File: src/rtl/mc_pkg.sv
// Shared encodings for the multicycle controller: FSM states, opcodes and datapath mux/ALU codes.
package mc_pkg;

  typedef enum logic [3:0] {
    S_FETCH  = 4'd0,
    S_DECODE = 4'd1,
    S_MEMADR = 4'd2,
    S_MEMRD  = 4'd3,
    S_MEMWB  = 4'd4,
    S_MEMWR  = 4'd5,
    S_EXEC   = 4'd6,
    S_RWB    = 4'd7,
    S_BRANCH = 4'd8,
    S_JUMP   = 4'd9,
    S_ORIEX  = 4'd10,
    S_ORIWB  = 4'd11
  } state_e;

  localparam logic [5:0] OP_RTYPE = 6'b000000;
  localparam logic [5:0] OP_LW    = 6'b100011;
  localparam logic [5:0] OP_SW    = 6'b101011;
  localparam logic [5:0] OP_BEQ   = 6'b000100;
  localparam logic [5:0] OP_J     = 6'b000010;
  localparam logic [5:0] OP_ORI   = 6'b001101;

  localparam logic [1:0] ALUOP_ADD   = 2'b00;
  localparam logic [1:0] ALUOP_SUB   = 2'b01;
  localparam logic [1:0] ALUOP_FUNCT = 2'b10;
  localparam logic [1:0] ALUOP_OR    = 2'b11;

  localparam logic [1:0] SRCB_RT    = 2'b00;
  localparam logic [1:0] SRCB_FOUR  = 2'b01;
  localparam logic [1:0] SRCB_IMM   = 2'b10;
  localparam logic [1:0] SRCB_IMMSH = 2'b11;

  localparam logic [1:0] PCSRC_ALU    = 2'b00;
  localparam logic [1:0] PCSRC_ALUOUT = 2'b01;
  localparam logic [1:0] PCSRC_JUMP   = 2'b10;

  // States whose exit back to FETCH completes (retires) an instruction.
  function automatic logic is_retire_state(state_e s);
    return (s == S_MEMWB) || (s == S_MEMWR) || (s == S_RWB) ||
           (s == S_BRANCH) || (s == S_JUMP) || (s == S_ORIWB);
  endfunction

endpackage

File: src/rtl/mc_control.sv
// Multicycle MIPS-style control FSM: Moore state decode, opcode dispatch and retired-instruction counter.
module mc_control
  import mc_pkg::*;
#(
  parameter int COUNT_W = 16
) (
  input  logic               clk,
  input  logic               rst_n,
  input  logic [5:0]         opcode,
  input  logic               mem_ready,
  output logic               pcwrite,
  output logic               pcwritecond,
  output logic               iord,
  output logic               memread,
  output logic               memwrite,
  output logic               irwrite,
  output logic               memtoreg,
  output logic               regdst,
  output logic               regwrite,
  output logic               alusrca,
  output logic               zext,
  output logic [1:0]         alusrcb,
  output logic [1:0]         aluop,
  output logic [1:0]         pcsource,
  output logic [3:0]         state,
  output logic               illegal,
  output logic [COUNT_W-1:0] instr_count
);

  state_e               state_q, state_d;
  logic [COUNT_W-1:0]   count_q, count_d;
  logic                 retire;

  always_comb begin
    state_d = state_q;
    unique case (state_q)
      S_FETCH:  if (mem_ready) state_d = S_DECODE;
      S_DECODE: begin
        case (opcode)
          OP_RTYPE:      state_d = S_EXEC;
          OP_LW, OP_SW:  state_d = S_MEMADR;
          OP_BEQ:        state_d = S_BRANCH;
          OP_J:          state_d = S_JUMP;
          OP_ORI:        state_d = S_ORIEX;
          default:       state_d = S_FETCH;
        endcase
      end
      S_MEMADR: state_d = (opcode == OP_LW) ? S_MEMRD : S_MEMWR;
      S_MEMRD:  if (mem_ready) state_d = S_MEMWB;
      S_MEMWB:  state_d = S_FETCH;
      S_MEMWR:  if (mem_ready) state_d = S_FETCH;
      S_EXEC:   state_d = S_RWB;
      S_RWB:    state_d = S_FETCH;
      S_BRANCH: state_d = S_FETCH;
      S_JUMP:   state_d = S_FETCH;
      S_ORIEX:  state_d = S_ORIWB;
      S_ORIWB:  state_d = S_FETCH;
      default:  state_d = S_FETCH;
    endcase
  end

  // Only completed instructions count; the illegal DECODE->FETCH path is excluded by is_retire_state.
  assign retire = (state_d == S_FETCH) && is_retire_state(state_q);

  always_comb begin
    count_d = count_q;
    if (retire) count_d = count_q + COUNT_W'(1);
  end

  always_ff @(posedge clk) begin
    if (!rst_n) begin
      state_q <= S_FETCH;
      count_q <= '0;
    end else begin
      state_q <= state_d;
      count_q <= count_d;
    end
  end

  always_comb begin
    pcwrite     = 1'b0;
    pcwritecond = 1'b0;
    iord        = 1'b0;
    memread     = 1'b0;
    memwrite    = 1'b0;
    irwrite     = 1'b0;
    memtoreg    = 1'b0;
    regdst      = 1'b0;
    regwrite    = 1'b0;
    alusrca     = 1'b0;
    zext        = 1'b0;
    alusrcb     = SRCB_RT;
    aluop       = ALUOP_ADD;
    pcsource    = PCSRC_ALU;
    illegal     = 1'b0;
    unique case (state_q)
      S_FETCH: begin
        memread = 1'b1;
        alusrcb = SRCB_FOUR;
        irwrite = mem_ready;
        pcwrite = mem_ready;
      end
      S_DECODE: begin
        alusrcb = SRCB_IMMSH;
        illegal = !(opcode inside {OP_RTYPE, OP_LW, OP_SW, OP_BEQ, OP_J, OP_ORI});
      end
      S_MEMADR: begin
        alusrca = 1'b1;
        alusrcb = SRCB_IMM;
      end
      S_MEMRD: begin
        memread = 1'b1;
        iord    = 1'b1;
      end
      S_MEMWB: begin
        memtoreg = 1'b1;
        regwrite = 1'b1;
      end
      S_MEMWR: begin
        memwrite = 1'b1;
        iord     = 1'b1;
      end
      S_EXEC: begin
        alusrca = 1'b1;
        aluop   = ALUOP_FUNCT;
      end
      S_RWB: begin
        regdst   = 1'b1;
        regwrite = 1'b1;
      end
      S_BRANCH: begin
        alusrca     = 1'b1;
        aluop       = ALUOP_SUB;
        pcwritecond = 1'b1;
        pcsource    = PCSRC_ALUOUT;
      end
      S_JUMP: begin
        pcwrite  = 1'b1;
        pcsource = PCSRC_JUMP;
      end
      S_ORIEX: begin
        alusrca = 1'b1;
        alusrcb = SRCB_IMM;
        aluop   = ALUOP_OR;
        zext    = 1'b1;
      end
      S_ORIWB: regwrite = 1'b1;
      default: ;
    endcase
  end

  assign state       = state_q;
  assign instr_count = count_q;

endmodule

File: config.mk
export PLATFORM = sky130hd
export DESIGN_NAME = mc_control
export DESIGN_NICKNAME = d
export VERILOG_FILES = /design/src/rtl/mc_pkg.sv /design/src/rtl/mc_control.sv
export SDC_FILE = /design/constraint.sdc
export NUM_CORES = 1
export LEC_CHECK = 0
export CAP_MARGIN = 20
export CORE_UTILIZATION = 48
export DETAILED_ROUTE_END_ITERATION = 12
export PLACE_DENSITY_LB_ADDON = 0.12
export SLEW_MARGIN = 20
export SYNTH_ARGS = -nofsm -noshare
export SYNTH_HDL_FRONTEND = slang
export SYNTH_SLANG_ARGS = --single-unit
File: constraint.sdc
create_clock -name clk -period 4.85 [get_ports clk]
set_input_delay 0.97 -clock clk [delete_from_list [all_inputs] [get_ports clk]]
set_output_delay 0.97 -clock clk [all_outputs]
set_load 0.02 [all_outputs]
Word level (Yosys, flattened, before mapping):

Index checks and enable logic that the tools add are counted.
W data, S select, Z words.

* ROM bits: 0
* memory bits (writable): 0
* word-level logic and storage cells: 57
* register bits: 20
* latch bits: 0
* input bits: 9
* output and inout bits: 38
* memories kept: 0

* eq/ne operators: 16
* divide/modulo/power cells: 0
* shifts and indexed selects: 0
* order comparisons: 0
* multiplexer cells: 21
* bitwise logic cells: 0
* reductions and logical operators: 17
* add/subtract/negate cells: 1
* multiply operators: 0

Operators with widths (count)
* $pmux W4 S7: 1
* $pmux W4 S5: 1
* $add A16 B1 Y16 const B: 1
* $eq A4 B3 Y1 const B: 4
* $eq A4 B4 Y1 const B: 4
* $eq A6 B6 Y1 const B: 2
* $mux W4: 3
* $pmux W2 S3: 2
* $mux W1: 11
* $eq A4 B2 Y1 const B: 2
* $logic_not A4 Y1: 2
* $reduce_or A2 Y1: 4
* $eq A6 B2 Y1 const B: 1
* $eq A6 B3 Y1 const B: 1
* $eq A6 B4 Y1 const B: 1
* $logic_not A6 Y1: 1
* $reduce_bool A6 Y1: 1
* $logic_or A1 B1 Y1: 5
* $eq A4 B1 Y1 const B: 1
* $pmux W2 S2: 1
* $reduce_or A4 Y1: 1
* $mux W3: 1
* $reduce_or A3 Y1: 1
* $pmux W1 S2: 1
* other kinds (2): 2

Longest topological paths before layout:

* depth after elaboration: 7
* gate-level depth with buffers: 6
* depth with buffers taken out: 5

Least setup slack after synthesis:

OpenSTA, ideal clock, no wires.

* path type: input-to-output
* start point: input opcode[1]
* end point: output illegal
* data required time: 3880 ps
* arrival time: 2066 ps
* cell stages on the path: 5
* path buffers: 1
* path slack: 1814 ps
* cell sequence: clkbuf_1 > and3b_1 > o21ai_0 > a21oi_1 > nor3_1

* word-level cells in the longest chain between the ends: 4
* elaborated cells between the ends (all ways): 9
* those cells by class: eq/ne: 5; mux: 1; reduce/logical: 3

RTL lines
* start: declaration: RTL line mc_control.sv:9 `input logic [5:0] opcode,`
* $eq A6 B6 Y1, or another cell as far along: RTL line mc_control.sv:105 `illegal = !(opcode inside {OP_RTYPE, OP_LW, OP_SW, OP_BEQ, OP_J, OP_ORI});`
* $reduce_bool A6 Y1 (*): RTL line mc_control.sv:105
* $logic_not A1 Y1 (*): RTL line mc_control.sv:105
* $mux W1 (*): RTL line mc_control.sv:96 `unique case (state_q)`
* end: declaration: RTL line mc_control.sv:26 `output logic illegal,`

Every way passes the cells marked *; elsewhere a longest branch is shown, timed or not.

Worst setup path after layout:

Same ends and word-level chain as after synthesis.

==> results by group <==
STA
  • F_max: 0.259 GHz
  • Final hold vios: 0
  • Setup TNS Final: 0 ps
  • Unrepaired setup endpoints after global routing: false
  • Slew margin rel.: 54.8%
  • Clock Skew: 6.64 ps
  • Slew @ Worst Pin: 677 ps
  • Min Clock Period, post-route: 3860 ps
  • Fin crit share: 79.5%
  • Slew Viols, Final: 0
  • Final Setup Violations: 0

Logic synthesis
  • Largest cells by area after synthesis: dfxtp_1, a21oi_1, nand2b_1, mux2i_1, o31ai_1
  • Share of flip-flops with an asynchronous set or reset: 0%
  • Post-synth net total: 182
  • EDFF count, synth: 0
  • Synth cell count leaders: dfxtp_1, nor2_1, a21oi_1
  • Synth Instances: 172
  • Syn Area/Cell: 7.86 um^2
  • Sequential area share after synthesis: 29.6%
  • Synth top area share: 29.6%
  • Post-synth top area cell: dfxtp_1
  • Yosys reg bits: 20
  • Ys Warns: 0
  • Synth Cell Area: 0.00135 mm^2
  • Most common cell in the netlist: dfxtp_1
  • Post-synth cell types: 43
  • Primary FF master, synth: dfxtp_1

Final layout
  • ANT cells: 0
  • Final Cell Area: 0.00182 mm^2
  • Final core utilization: 71.0%
  • Post-route insts no fill: 239
  • Layout cells sized above 1: 2.39%
  • Fill cells: 227
  • Nets: 220
  • P&R area growth vs syn: 34.7%

Floorplan
  • Die width: 55.1 um
  • Row count: 18
  • Die Ht: 55.1 um
  • IO Count: 47
  • Starting Density: 52.7%
  • Core Area: 0.00257 mm^2
  • Die area: 0.00303 mm^2

Drt
  • Initial DRC count: 48
  • Pre-antenna DRT Iters: 4
  • Post-route DRC: 0
  • Routed vias/inst: 6.05
  • Routed len/inst: 14.6 um
  • Final wirelength: 3.49 mm
  • Routed Antenna Nets: 0
  • Routed vias: 1445

Clock tree
  • Hold_buf cts: 0
  • CTS Buf Count: 3
  • CTS sink cnt: 20
  • CTS max path bufs: 2
  • H-tree depth: 1
  • Worst-path clk slew: 110 ps
  • Post-CTS repair timing setup buffer count: 0
  • Number of instances resized during post-cts repair: 0
  • CTS root buffer: clkbuf_4
  • Worst skew pair latency: 310 ps
  • CTS tree: done

Hold path
  • HP Start: instr_count[15]
  • WHS Endpoint: instr_count[15]
  • Hold WC Path Type: register to register
  • Hold Path Cell Cnt: 2

Power and ir drop
  • Peak supply drop: 0.162 mV
  • P per Cell Area: 170 mW/mm^2
  • Cell leakage power: 0.593 nW

Global routing
  • Largest net degree at the start of global routing: 20
  • First-pass GRT wire length: 5.20 mm
  • Met1 Use GR: 30.5%
  • M2 GR Usage: 39.0%
  • Tot GR Track Use: 23.9%
  • Grt peak-use layer: met2
  • Met3 Use GR: 5.74%
  • GR Overflow Total: 0
  • Initial antenna violation count: 0
  • Vias in the first global route: 1164

Critical path
  • Startpoint types: primary input
  • CP max stage cell: clkdlybuf4s50_1
  • Reg2Reg Depth: 4
  • Worst EP required: 3880 ps
  • Bufs and invs on worst path: 2
  • Critical Path Most Common Cell: clkdlybuf4s50_1
  • Worst r2r src: state[2]
  • Crit path DAT: 2890 ps
  • CP max stage delay: 640 ps
  • Setup crit end kind: output pin
  • Worst R2R End: instr_count[12]
  • Maximum fanout along the worst path: 8
  • Cell family with most CP delay: buffers and inverters
  • R2R Setup Slk: 2520 ps
  • Crit path launch: opcode[1]
  • Crit-path cells: clkdlybuf4s50_1, and3b_1, o21ai_0, a21oi_1, nor3_1, clkdlybuf4s50_1
  • Kind of critical path: primary input to output pin

Placement
  • DPL Wire Length: 2.54 mm
  • Placer congestion estimate: 0.788
  • Post-placement cell count: 235
  • Placed Area: 0.00179 mm^2
  • Number of buffers added on ports: 46

Run
  • MaxCap Viol Count: 0

Status
  • Outcome: complete, no violations
sequential cells by signal, summed over array words and instances, names as in the netlist:
| register | count |
|---|---|
| state | 4 |
| instr_count | 16 |
placed cells by master (no fill, tap or decap), drive strengths merged, types with 6 or more instances in the layout:
cell type and n:
a21oi 13, mux2i 6, nand2b 10, nand2 12
nor3 6, dfxtp 20, o31ai 8, nor2 14
clkdlybuf4s50 46, or4 8
power by group:
part	switching [W]	internal, W
Combinational	0.0000223	0.0000208
Clock	0.0000525	0.0000458
Sequential	0.00000298	0.000165
Total	0.0000778	0.000232
cell type report:
cell class                      instances  area [um^2]  area share (%)
Multi-Input combinational cell        134          868            47.7
Timing Repair Buffer                   46          460            25.3
Sequential cell                        20          400            22.0
Tap cell                               30         37.5            2.06
Clock buffer                            4         36.3            1.99
Inverter                                5         18.8            1.03
through the flow:
stage | power, W | setup WS (ps) | hold slack [ps]
5_1_grt | 0.000322 | 902 | 540
3_5_place_dp | 0.000215 | 1010 | 476
6_report | 0.000309 | 992 | 490
4_1_cts | 0.000312 | 997 | 493
3_3_place_gp | 0.000213 | 1100 | 461
2_1_floorplan | 0.000194 | 1810 | 549
routing by layer:
| metal | up-vias | wire [um] |
|---|---|---|
| met4 | 0 | 22 |
| met2 | 53 | 1710 |
| met3 | 4 | 228 |
| met5 | - | 0 |
| li1 | 715 | - |
| met1 | 673 | 1530 |
worst reg2reg max path, cell delays in order, from the launching register on:
cell and delay (ps):
dfxtp_1 690, or2_1 340, nand4_2 440, nor4_1 560, mux2i_1 230
worst max path at each step:
stage | endpoint | slack (ps) | depth (start not counted)
after floorplan | illegal | 1810 | 5
after global placement | illegal | 1100 | 6
after detailed placement | illegal | 1010 | 6
after CTS | illegal | 1000 | 6
after global routing | illegal | 900 | 6
final | illegal | 990 | 6
logic make-up (layout without fill, tap and decap cells):
logic type	after synthesis	count (layout)	share of synthesized area [%]
xor+xnor	4	4	2.59
simple gates	88	88	39.2
buf+inv	18	55	6.20
compound gates	35	35	17.0
mux	6	6	4.44
flops	20	20	29.6
fa+ha+maj	1	1	0.925
No activity file was read; power rests on OpenSTA's default activity.
